### src/rtl/mc_control.sv
// ---------------------------------------------------------------------------
// mc_control - multi-cycle control FSM for the 8-bit processor
//
// Fetches each instruction over the single shared memory port, holds it in
// the instruction register, and sequences the datapath (PC, register file,
// ALU source, writeback and address muxes) one state per cycle. The same
// memory port serves both instruction fetch and lw/sw data accesses.
//
// Instruction format: op=ir[7:6], rs=ir[5:4], rt=ir[3:2], rd/imm2=ir[1:0]
//   00 add, 01 lw, 10 sw, 11 j (6-bit PC-relative offset)
//
// Parameters:
//   MEM_TIMEOUT  cycles allowed waiting for mem_ready in FETCH/MEM
//   CNT_WIDTH    width of the retired-instruction counter
//
// Ports:
//   clk, reset_n       rising-edge clock, asynchronous active-low reset
//   run                keep executing (sampled at IDLE exit and done cycle)
//   mem_rdata          memory read data (instruction byte during fetch)
//   mem_ready          memory access completes this cycle
//   mem_req, mem_we    memory request / write strobe
//   addr_sel           memory address mux: 0 = PC, 1 = ALU result
//   ir                 instruction register
//   ext_data           sign extender input, always ir[5:0]
//   ext_is_6bits       sign extender width select (j uses 6-bit offset)
//   alu_src_imm        ALU B operand = extended immediate
//   reg_we, wb_sel     register write enable, writeback mux (1 = memory)
//   dst_sel            destination register index
//   pc_we, pc_src      PC write enable, PC mux (0 = PC+1, 1 = PC+offset)
//   instr_done         one-cycle pulse on the final cycle of an instruction
//   instr_count        retired instructions, wraps
//   mem_err            sticky memory-timeout flag
//   state              current FSM state, for debug
// ---------------------------------------------------------------------------
module mc_control #(
  parameter int MEM_TIMEOUT = 16,
  parameter int CNT_WIDTH   = 8
) (
  input  logic                 clk,
  input  logic                 reset_n,
  input  logic                 run,
  input  logic [7:0]           mem_rdata,
  input  logic                 mem_ready,
  output logic                 mem_req,
  output logic                 mem_we,
  output logic                 addr_sel,
  output logic [7:0]           ir,
  output logic [5:0]           ext_data,
  output logic                 ext_is_6bits,
  output logic                 alu_src_imm,
  output logic                 reg_we,
  output logic                 wb_sel,
  output logic [1:0]           dst_sel,
  output logic                 pc_we,
  output logic                 pc_src,
  output logic                 instr_done,
  output logic [CNT_WIDTH-1:0] instr_count,
  output logic                 mem_err,
  output logic [2:0]           state
);

  localparam int WAIT_W = $clog2(MEM_TIMEOUT + 1);

  localparam logic [1:0] OP_ADD = 2'b00;
  localparam logic [1:0] OP_LW  = 2'b01;
  localparam logic [1:0] OP_SW  = 2'b10;
  localparam logic [1:0] OP_J   = 2'b11;

  typedef enum logic [2:0] {
    IDLE   = 3'd0,
    FETCH  = 3'd1,
    DECODE = 3'd2,
    EXEC   = 3'd3,
    MEM    = 3'd4,
    WB     = 3'd5
  } state_t;

  state_t            cur_state;
  state_t            next_state;
  logic [WAIT_W-1:0] wait_cnt;
  logic              load_ir;
  logic              timeout;
  logic              wait_expired;
  logic [1:0]        op;

  assign op           = ir[7:6];
  assign state        = cur_state;
  assign ext_data     = ir[5:0];
  assign ext_is_6bits = (op == OP_J);

  // The current cycle is the last one allowed without mem_ready; a ready
  // arriving on this very cycle still wins over the timeout.
  assign wait_expired = (wait_cnt == WAIT_W'(MEM_TIMEOUT - 1));

  // Next-state and control decode. Every control defaults to 0 so that any
  // state not driving a signal leaves it inactive; all outputs depend only on
  // the current state, the held instruction and mem_ready.
  always_comb begin
    next_state  = cur_state;
    mem_req     = 1'b0;
    mem_we      = 1'b0;
    addr_sel    = 1'b0;
    alu_src_imm = 1'b0;
    reg_we      = 1'b0;
    wb_sel      = 1'b0;
    dst_sel     = 2'b00;
    pc_we       = 1'b0;
    pc_src      = 1'b0;
    instr_done  = 1'b0;
    load_ir     = 1'b0;
    timeout     = 1'b0;

    case (cur_state)
      IDLE: begin
        if (run && !mem_err) begin
          next_state = FETCH;
        end
      end

      FETCH: begin
        mem_req = 1'b1;
        if (mem_ready) begin
          load_ir    = 1'b1;
          pc_we      = 1'b1;
          next_state = DECODE;
        end else if (wait_expired) begin
          timeout    = 1'b1;
          next_state = IDLE;
        end
      end

      DECODE: begin
        // Jumps finish here: the PC was already incremented during fetch,
        // so the offset is added to PC+1.
        if (op == OP_J) begin
          pc_we      = 1'b1;
          pc_src     = 1'b1;
          instr_done = 1'b1;
          next_state = run ? FETCH : IDLE;
        end else begin
          next_state = EXEC;
        end
      end

      EXEC: begin
        alu_src_imm = (op != OP_ADD);
        next_state  = (op == OP_ADD) ? WB : MEM;
      end

      MEM: begin
        mem_req     = 1'b1;
        addr_sel    = 1'b1;
        alu_src_imm = 1'b1;
        mem_we      = (op == OP_SW);
        if (mem_ready) begin
          if (op == OP_SW) begin
            instr_done = 1'b1;
            next_state = run ? FETCH : IDLE;
          end else begin
            next_state = WB;
          end
        end else if (wait_expired) begin
          timeout    = 1'b1;
          next_state = IDLE;
        end
      end

      WB: begin
        reg_we     = 1'b1;
        wb_sel     = (op == OP_LW);
        dst_sel    = (op == OP_ADD) ? ir[1:0] : ir[3:2];
        instr_done = 1'b1;
        next_state = run ? FETCH : IDLE;
      end

      default: begin
        next_state = IDLE;
      end
    endcase
  end

  // State register.
  always_ff @(posedge clk or negedge reset_n) begin
    if (!reset_n) begin
      cur_state <= IDLE;
    end else begin
      cur_state <= next_state;
    end
  end

  // Instruction register: only a completed fetch may replace it, so the
  // sign extender inputs stay stable for the rest of the instruction.
  always_ff @(posedge clk or negedge reset_n) begin
    if (!reset_n) begin
      ir <= 8'h00;
    end else if (load_ir) begin
      ir <= mem_rdata;
    end
  end

  // Memory wait counter. Any state change clears it, which covers every
  // entry into FETCH or MEM; it then counts cycles spent without mem_ready.
  always_ff @(posedge clk or negedge reset_n) begin
    if (!reset_n) begin
      wait_cnt <= '0;
    end else if (next_state != cur_state) begin
      wait_cnt <= '0;
    end else if ((cur_state == FETCH || cur_state == MEM) && !mem_ready) begin
      wait_cnt <= wait_cnt + WAIT_W'(1);
    end
  end

  // Retired-instruction counter, wraps naturally at all-ones.
  always_ff @(posedge clk or negedge reset_n) begin
    if (!reset_n) begin
      instr_count <= '0;
    end else if (instr_done) begin
      instr_count <= instr_count + CNT_WIDTH'(1);
    end
  end

  // Sticky timeout flag; only reset clears it, and IDLE refuses to start
  // while it is set.
  always_ff @(posedge clk or negedge reset_n) begin
    if (!reset_n) begin
      mem_err <= 1'b0;
    end else if (timeout) begin
      mem_err <= 1'b1;
    end
  end

endmodule

### config.mk
export PLATFORM = sky130hd
export DESIGN_NAME = mc_control
export DESIGN_NICKNAME = d
export VERILOG_FILES = /design/src/rtl/mc_control.sv
export SDC_FILE = /design/constraint.sdc
export NUM_CORES = 1
export LEC_CHECK = 0
export ABC_AREA = 1
export CORE_UTILIZATION = 40
export CTS_CLUSTER_SIZE = 25
export DETAILED_ROUTE_END_ITERATION = 6
export PLACE_DENSITY = 0.82
export SETUP_SLACK_MARGIN = 0.5
export SLEW_MARGIN = 5
export SYNTH_ARGS = -nofsm -noshare
export SYNTH_HDL_FRONTEND = slang
export SYNTH_SLANG_ARGS = --single-unit
### constraint.sdc
create_clock -name clk -period 1.9 [get_ports clk]
set_input_delay 0.38 -clock clk [delete_from_list [all_inputs] [get_ports clk]]
set_output_delay 0.38 -clock clk [all_outputs]
set_load 0.005 [all_outputs]
==> results of run 1 <==
## power groups by stage
stage          Clock [mW]  Sequential [mW]  Combinational [mW]
2_1_floorplan           0            0.559              0.0271
3_3_place_gp            0            0.561              0.0942
3_5_place_dp            0            0.561              0.0949
4_1_cts             0.247            0.548               0.117
5_1_grt             0.288            0.552               0.146
6_report            0.261            0.550               0.137
## synthesized netlist by cell type, drive strengths merged
master  number
xnor2        3
nor2        24
nand4        5
nand3        9
xor2         7
a21boi       1
inv         23
dfrtp       25
o21ai       10
nor3         1
buf          9
nand2       62
ha           3
a21oi        2
## state kept, by name, indices dropped and copies added, names as in the netlist
register	flops
instr_count	8
ir	8
wait_cnt	5
state	3
mem_err	1
## cells in the final DEF, fill, tap and decap left out, drive strengths merged
cell / count
a21boi: 1
a21oi: 2
buf: 80
clkbuf: 8
clkdlybuf4s15: 17
clkdlybuf4s50: 11
dfrtp: 25
ha: 3
inv: 23
nand2: 62
nand3: 9
nand4: 5
nor2: 24
nor3: 1
o21ai: 10
xnor2: 3
xor2: 7
## worst max-delay path by stage
stage                     start     endpoint  slack, ps  cells after the start
finish              wait_cnt[1]  wait_cnt[4]       -100                     14
global route        wait_cnt[0]  wait_cnt[2]       -210                     14
CTS                    state[1]       mem_we         90                      5
detailed placement    mem_ready   instr_done       -220                      6
global placement      mem_ready   instr_done       -210                      6
floorplan           wait_cnt[0]  wait_cnt[0]        360                     14
## kinds of logic (layout without fill, tap and decap cells)
logic type                 after synthesis  in the layout
adders and majority gates                3              3
DFF                                     25             25
xor gates and xnor gates                10             10
AOI/OAI and AO/OA                       13             13
buffers and inverters                   32            139
and+or+nand+nor                        101            101
## routing by layer
layer  share of wire, %  vias to the layer above  GRT usage, %
li1                   -                      781             -
met1                 37                      831          31.6
met2                 48                      141          45.2
met3                9.8                       32          4.35
met4                4.9                        0          10.8
met5                  0                        -             0
## timing repair
item	4_1_cts	5_1_grt
buffers inserted	38	14
endpoints found under the setup margin	50	52
pin swaps	16	26
gates resized for setup	142	80
## through the flow
| step | worst slack (ps) | TNS, ps | hold slack, ps | total power, mW |
|---|---|---|---|---|
| floorplan | 356 | 0 | 84.4 | 0.587 |
| global placement | -213 | -407 | 485 | 0.655 |
| detailed placement | -224 | -466 | 481 | 0.656 |
| CTS | 93.6 | 0 | 412 | 0.912 |
| global route | -206 | -1120 | 406 | 0.985 |
| finish | -97.7 | -407 | 386 | 0.948 |
## layout make-up
| type | instances | area (um2) |
|---|---|---|
| clock buffers | 4 | 26.3 |
| fillers | 192 | 693 |
| inverters | 23 | 96.3 |
| multi-input cells | 127 | 876 |
| flip-flops and latches | 25 | 629 |
| well taps | 46 | 57.6 |
| repair buffers | 112 | 1010 |
==> results.md, run 1 <==
* Maximum number of buffers from clock root to sink at 2
* Via count of the first global-routing pass at 1560
* Count of unique library cells instantiated by Yosys at 22
* GRT Util Overall at 25.9%
* Clock transition at the register clock pins on the worst setup and hold paths after CTS at 160 ps
* Post-layout nets at 307
* Total of flip-flops plus latches after synthesis at 25
* CP max-delay cell: dfrtp_1
* Element type at the critical path end: flip-flop
* Max-slew violation count at 0
* Count of clock tree sinks at 25
* Period utilisation layout at 105%
* Final std cells w/o fill at 337
* Cell occurring most often along the worst timing path: nand2_2
* Setup CP Type: reg2reg
* Violations in the final reports: negative setup slack
* CTS tree: yes
* Syn Std Cell Area at 0.00143 mm2
* Internal cell power at 698 uW
* Area share of the largest cell type after synthesis at 43.8%
* Yosys warns at 0
* Std-Cell Rows at 21
* Global placer's final weighted congestion at 0.924
* Parity-gate share of the synthesized area counting xor and xnor cells at 6.13%
* Post-route ant nets at 0
* Clk Tree Root Cell: clkbuf_4
* Hold crit path type: in2async
* Die span in x at 61.7 um
* Top cells by area in the synthesized netlist: dfrtp_1 44%, nand2_1 15%, nor2_1 5.3%
* LEAKAGE at 1.41 nW
* Data arrival time of the critical path at 2270 ps
* IR drop worst, VDD at 0.000308 V
* Proportion of power drawn by the clock network at 27.5%
* Flop-to-flop setup slack at -100 ps
* CP peak stage delay at 390 ps
* Aggregate global routing overflow at 0
* Fraction of synthesized area in multiplexers at 0%
* Finished Cell Area at 0.00270 mm2
* Layout cells sized above 1 at 52.2%
* Clock period minus worst slack at 2000 ps
* Seq/Total Area, Yosys at 43.8%
* Max Clock Freq at 501 MHz
* Critical path launch point type: flip-flop
* Fraction of power consumed by sequential logic at 58.1%
* Worst-case reg-to-reg path depth at 14
* Synthesized area divided by synthesized cell count at 7.76 um2
* Number of inserted diodes at 0
* Comb pwr share at 14.4%
* Number of DRC markers in iteration 0 at 222
* Crit path buffers/inverters at 1
* Area share of and/or/nand/nor cells after synthesis at 32.0%
* Fraction of the mapped netlist area in adder cells at 2.63%
* Average detailed-routed wire length per instance at 17.8 um
* Total DRC errors in the routed layout at 0
* Floorplan die area at 0.00381 mm2
* Total wirelength of the detailed-routed design at 5990 um
* Family with the most delay on the worst path: simple AND/OR/NAND/NOR gates
* Net Sw Frac at 26.3%
* Maximum Capacitance Violations at 0
* Final-report hold violation count at 0
* Status: finished, violations left
* Main combinational cell family by area after synthesis: simple AND/OR/NAND/NOR gates
* Maximum number of pins on one net before global-route repair at 26
* Layout overhead on the synthesized area at 88.9%
* Cts bufs inserted at 3
* Compound-Gate Fraction of Synth Area at 4.73%
* First drt pass iteration count at 5
* Utilization of the core after routing at 79.5%
* Initial antenna violation count at 0
* Via density per instance at 5.30
* Core area at 0.00339 mm2
* Area after detailed placement at 0.00199 mm2
* List of cells traversed by the critical path: ha_2 > nand2_1 > nor2_1 > ha_2 > inv_2 > nand2_2 > nor2_1 > nand2_1 > nand2_2 > nor2_4 > nand2_2 > nand2_2 > nand3_4 > nor2_2
* Synthesized netlist cell count at 184
* Power Dens Cells at 351 mW/mm2
* Library cell with the largest summed area after synthesis: dfrtp_1
* Setup slack of the critical path after layout at -97.7 ps
* Clock skew at 23.4 ps
* Startpoint of the worst register-to-register path: wait_cnt[1]
* Synth Net Count at 199
* Global-route wire length before repair at 7110 um
* Remaining max-slew budget at the tightest pin at 78.2%
* Largest fanout of any net on the critical path at 5
* Skew-Pair Late Insertion Delay at 350 ps
* Via total after detailed routing at 1785
* Required time worst endpoint at 2170 ps
* Die Y-Extent at 61.7 um
* Power spent charging and discharging nets at 249 uW
* Hold buffers post-CTS at 0
* # H-tree levels at 1
* Buffers on Ports at 49
* Endpoints failing setup at 5
* Setup repair after global routing missed its margin: yes
* Total half-perimeter wirelength after legalization and detailed placement at 2430 um
* Placed Cells at 281
* Initial core utilization at 42.1%
* Top-level I/O count at 50
* Endpoint of the most critical register-to-register path: wait_cnt[4]
* Transition time of the tightest slew-check pin at 327 ps
No activity file was read; power rests on OpenSTA's default activity.
==> inputs of run 2 (changes only) <==
--- a/config.mk
+++ b/config.mk
@@ -9,7 +9,7 @@
 export CORE_UTILIZATION = 40
 export CTS_CLUSTER_SIZE = 25
 export DETAILED_ROUTE_END_ITERATION = 6
-export PLACE_DENSITY = 0.82
+export PLACE_DENSITY_LB_ADDON = 0.1
 export SETUP_SLACK_MARGIN = 0.5
 export SLEW_MARGIN = 5
 export SYNTH_ARGS = -nofsm -noshare
==> results.md, run 2 (synthesis gave the netlist of run 1 again) <==
* Buffers on Ports at 49 (unchanged)
* Maximum number of pins on one net before global-route repair at 26 (unchanged)
* Period utilisation layout at 102% (was 105%)
* Clk Tree Root Cell: clkbuf_4 (unchanged)
* Max-slew violation count at 0 (unchanged)
* Aggregate global routing overflow at 0 (unchanged)
* CP peak stage delay at 420 ps (was 390 ps)
* Critical path launch point type: flip-flop (unchanged)
* Maximum number of buffers from clock root to sink at 2 (unchanged)
* Element type at the critical path end: flip-flop (unchanged)
* List of cells traversed by the critical path: ha_2 > nand2_2 > nor2_2 > ha_2 > o21ai_0 > nand3_1 > nand2_1 > nand2_1 > nor2_2 > nand3_4 > nor2_2 (was ha_2 > nand2_1 > nor2_1 > ha_2 > inv_2 > nand2_2 > nor2_1 > nand2_1 > nand2_2 > nor2_4 > nand2_2 > nand2_2 > nand3_4 > nor2_2)
* Endpoints failing setup at 6 (was 5)
* Data arrival time of the critical path at 2190 ps (was 2270 ps)
* Post-layout nets at 316 (was 307)
* Number of cells on the critical path at 11 (was 14)
* Setup CP Type: reg2reg (unchanged)
* Total DRC errors in the routed layout at 0 (unchanged)
* Via total after detailed routing at 1687 (was 1785)
* Initial antenna violation count at 0 (unchanged)
* Count of clock tree sinks at 25 (unchanged)
* Most common cell after layout, fill and taps aside: nand2_1 (unchanged)
* Maximum Capacitance Violations at 0 (unchanged)
* Layout overhead on the synthesized area at 94.4% (was 88.9%)
* Setup repair after global routing missed its margin: yes (unchanged)
* Initial core utilization at 42.1% (unchanged)
* Cts bufs inserted at 3 (unchanged)
* Total wirelength of the detailed-routed design at 5120 um (was 5990 um)
* Core area at 0.00339 mm2 (unchanged)
* Post-route ant nets at 0 (unchanged)
* Skew-Pair Late Insertion Delay at 310 ps (was 350 ps)
* Hold crit path type: in2async (unchanged)
* Clock transition at the register clock pins on the worst setup and hold paths after CTS at 140 ps (was 160 ps)
* Die Y-Extent at 61.7 um (unchanged)
* Final std cells w/o fill at 346 (was 337)
* LEAKAGE at 1.47 nW (was 1.41 nW)
* Family with the most delay on the worst path: simple AND/OR/NAND/NOR gates (unchanged)
* Global placer's final weighted congestion at 0.932 (was 0.924)
* Setup slack of the critical path after layout at -35.0 ps (was -97.7 ps)
* Power Dens Cells at 329 mW/mm2 (was 351 mW/mm2)
* Remaining max-slew budget at the tightest pin at 77.8% (was 78.2%)
* Most used cells in the layout excluding fill and tap cells: 44 x nand2_1, 42 x buf_4, 41 x buf_6 (was 43 x nand2_1, 40 x buf_4, 32 x buf_6)
* Startpoint of the worst register-to-register path: wait_cnt[1] (unchanged)
* Worst-case reg-to-reg path depth at 11 (was 14)
* Status: finished, violations left (unchanged)
* Final-report hold violation count at 0 (unchanged)
* Met3 layer wire length in the routed design at 203 um (was 589 um)
* Average detailed-routed wire length per instance at 14.8 um (was 17.8 um)
* Top layer reached by signal wires: met4 (unchanged)
* Violations in the final reports: negative setup slack (unchanged)
* Top-level I/O count at 50 (unchanged)
* Total power draw at 914 uW (was 948 uW)
* Die span in x at 61.7 um (unchanged)
* Regs by FF count: instr_count x8, ir x8, wait_cnt x5 (unchanged)
* Cell occurring most often along the worst timing path: nor2_2 (was nand2_2)
* Largest fanout of any net on the critical path at 5 (unchanged)
* First drt pass iteration count at 4 (was 5)
* GRT Util Overall at 25.7% (was 25.9%)
* Total half-perimeter wirelength after legalization and detailed placement at 2580 um (was 2430 um)
* Floorplan die area at 0.00381 mm2 (unchanged)
* Required time worst endpoint at 2150 ps (was 2170 ps)
* # H-tree levels at 1 (unchanged)
* Clock skew at 2.02 ps (was 23.4 ps)
* Endpoint of the most critical register-to-register path: wait_cnt[2] (was wait_cnt[4])
* Transition time of the tightest slew-check pin at 333 ps (was 327 ps)
* Std-Cell Rows at 21 (unchanged)
* IR drop worst, VDD at 0.000267 V (was 0.000308 V)
* CP max-delay cell: dfrtp_1 (unchanged)
* Hold buffers post-CTS at 0 (unchanged)
* Max Clock Freq at 517 MHz (was 501 MHz)
* Clock period minus worst slack at 1940 ps (was 2000 ps)
* Layout cells sized above 1 at 51.3% (was 52.2%)
* CTS tree: yes (unchanged)
* Via density per instance at 4.88 (was 5.30)
* Number of DRC markers in iteration 0 at 104 (was 222)
* Flop-to-flop setup slack at -40 ps (was -100 ps)
* Global-route wire length before repair at 7170 um (was 7110 um)
* Wire length on met1 at 2140 um (was 2230 um)
* Crit path buffers/inverters at 0 (was 1)
* Placed Cells at 281 (unchanged)
* Total length of routed met2 wires at 2640 um (was 2880 um)
* Number of inserted diodes at 0 (unchanged)
* Via count of the first global-routing pass at 1531 (was 1560)
-- run 2: metal layers --
metal | vias to the layer above | track usage [%]
li1 | 796 | -
met1 | 816 | 33.8
met2 | 60 | 45.3
met3 | 15 | 2.28
met4 | 0 | 7.62
met5 | - | 0
-- run 2: through the flow --
| step | setup TNS, ps | setup WS, ps | area, um2 | hold slack [ps] | utilization (%) |
|---|---|---|---|---|---|
| 6_report | -165 | -35.0 | 2780 | 415 | 81.9 |
| 5_1_grt | -644 | -124 | 2780 | 450 | 81.9 |
| 4_1_cts | 0 | 100 | 2410 | 430 | 71.2 |
| 3_5_place_dp | -441 | -223 | 1990 | 494 | 58.8 |
| 3_3_place_gp | -378 | -209 | 1990 | 481 | 58.8 |
| 2_1_floorplan | 0 | 356 | 1430 | 84.4 | - |
-- run 2: power by group --
part           leakage [nW]  internal, mW  total, mW  switching (mW)
Combinational          1.14        0.0735      0.126          0.0526
Sequential            0.317         0.541      0.550         0.00898
Clock                0.0150        0.0819      0.238           0.156
-- run 2: worst max-delay path by stage --
| stage | slack (ps) | startpoint | end |
|---|---|---|---|
| 3_3_place_gp | -210 | mem_ready | instr_done |
| 3_5_place_dp | -220 | mem_ready | instr_done |
| 4_1_cts | 100 | state[1] | pc_we |
| 5_1_grt | -120 | wait_cnt[1] | wait_cnt[2] |
| 2_1_floorplan | 360 | wait_cnt[0] | wait_cnt[0] |
| 6_report | -40 | wait_cnt[1] | wait_cnt[2] |
-- run 2: repair_timing --
item / 4_1_cts / 5_1_grt
endpoints found under the setup margin: 50 / 51
setup buffers: 42 / 19
resized for setup: 137 / 78
pin swaps: 12 / 20
-- run 2: final cells by class --
class	count	area [um2]
Tap cell	46	57.6
Sequential cell	25	631
Multi-Input combinational cell	127	851
Fill cell	207	614
Inverter	23	93.8
Timing Repair Buffer	121	1120
Clock buffer	4	26.3
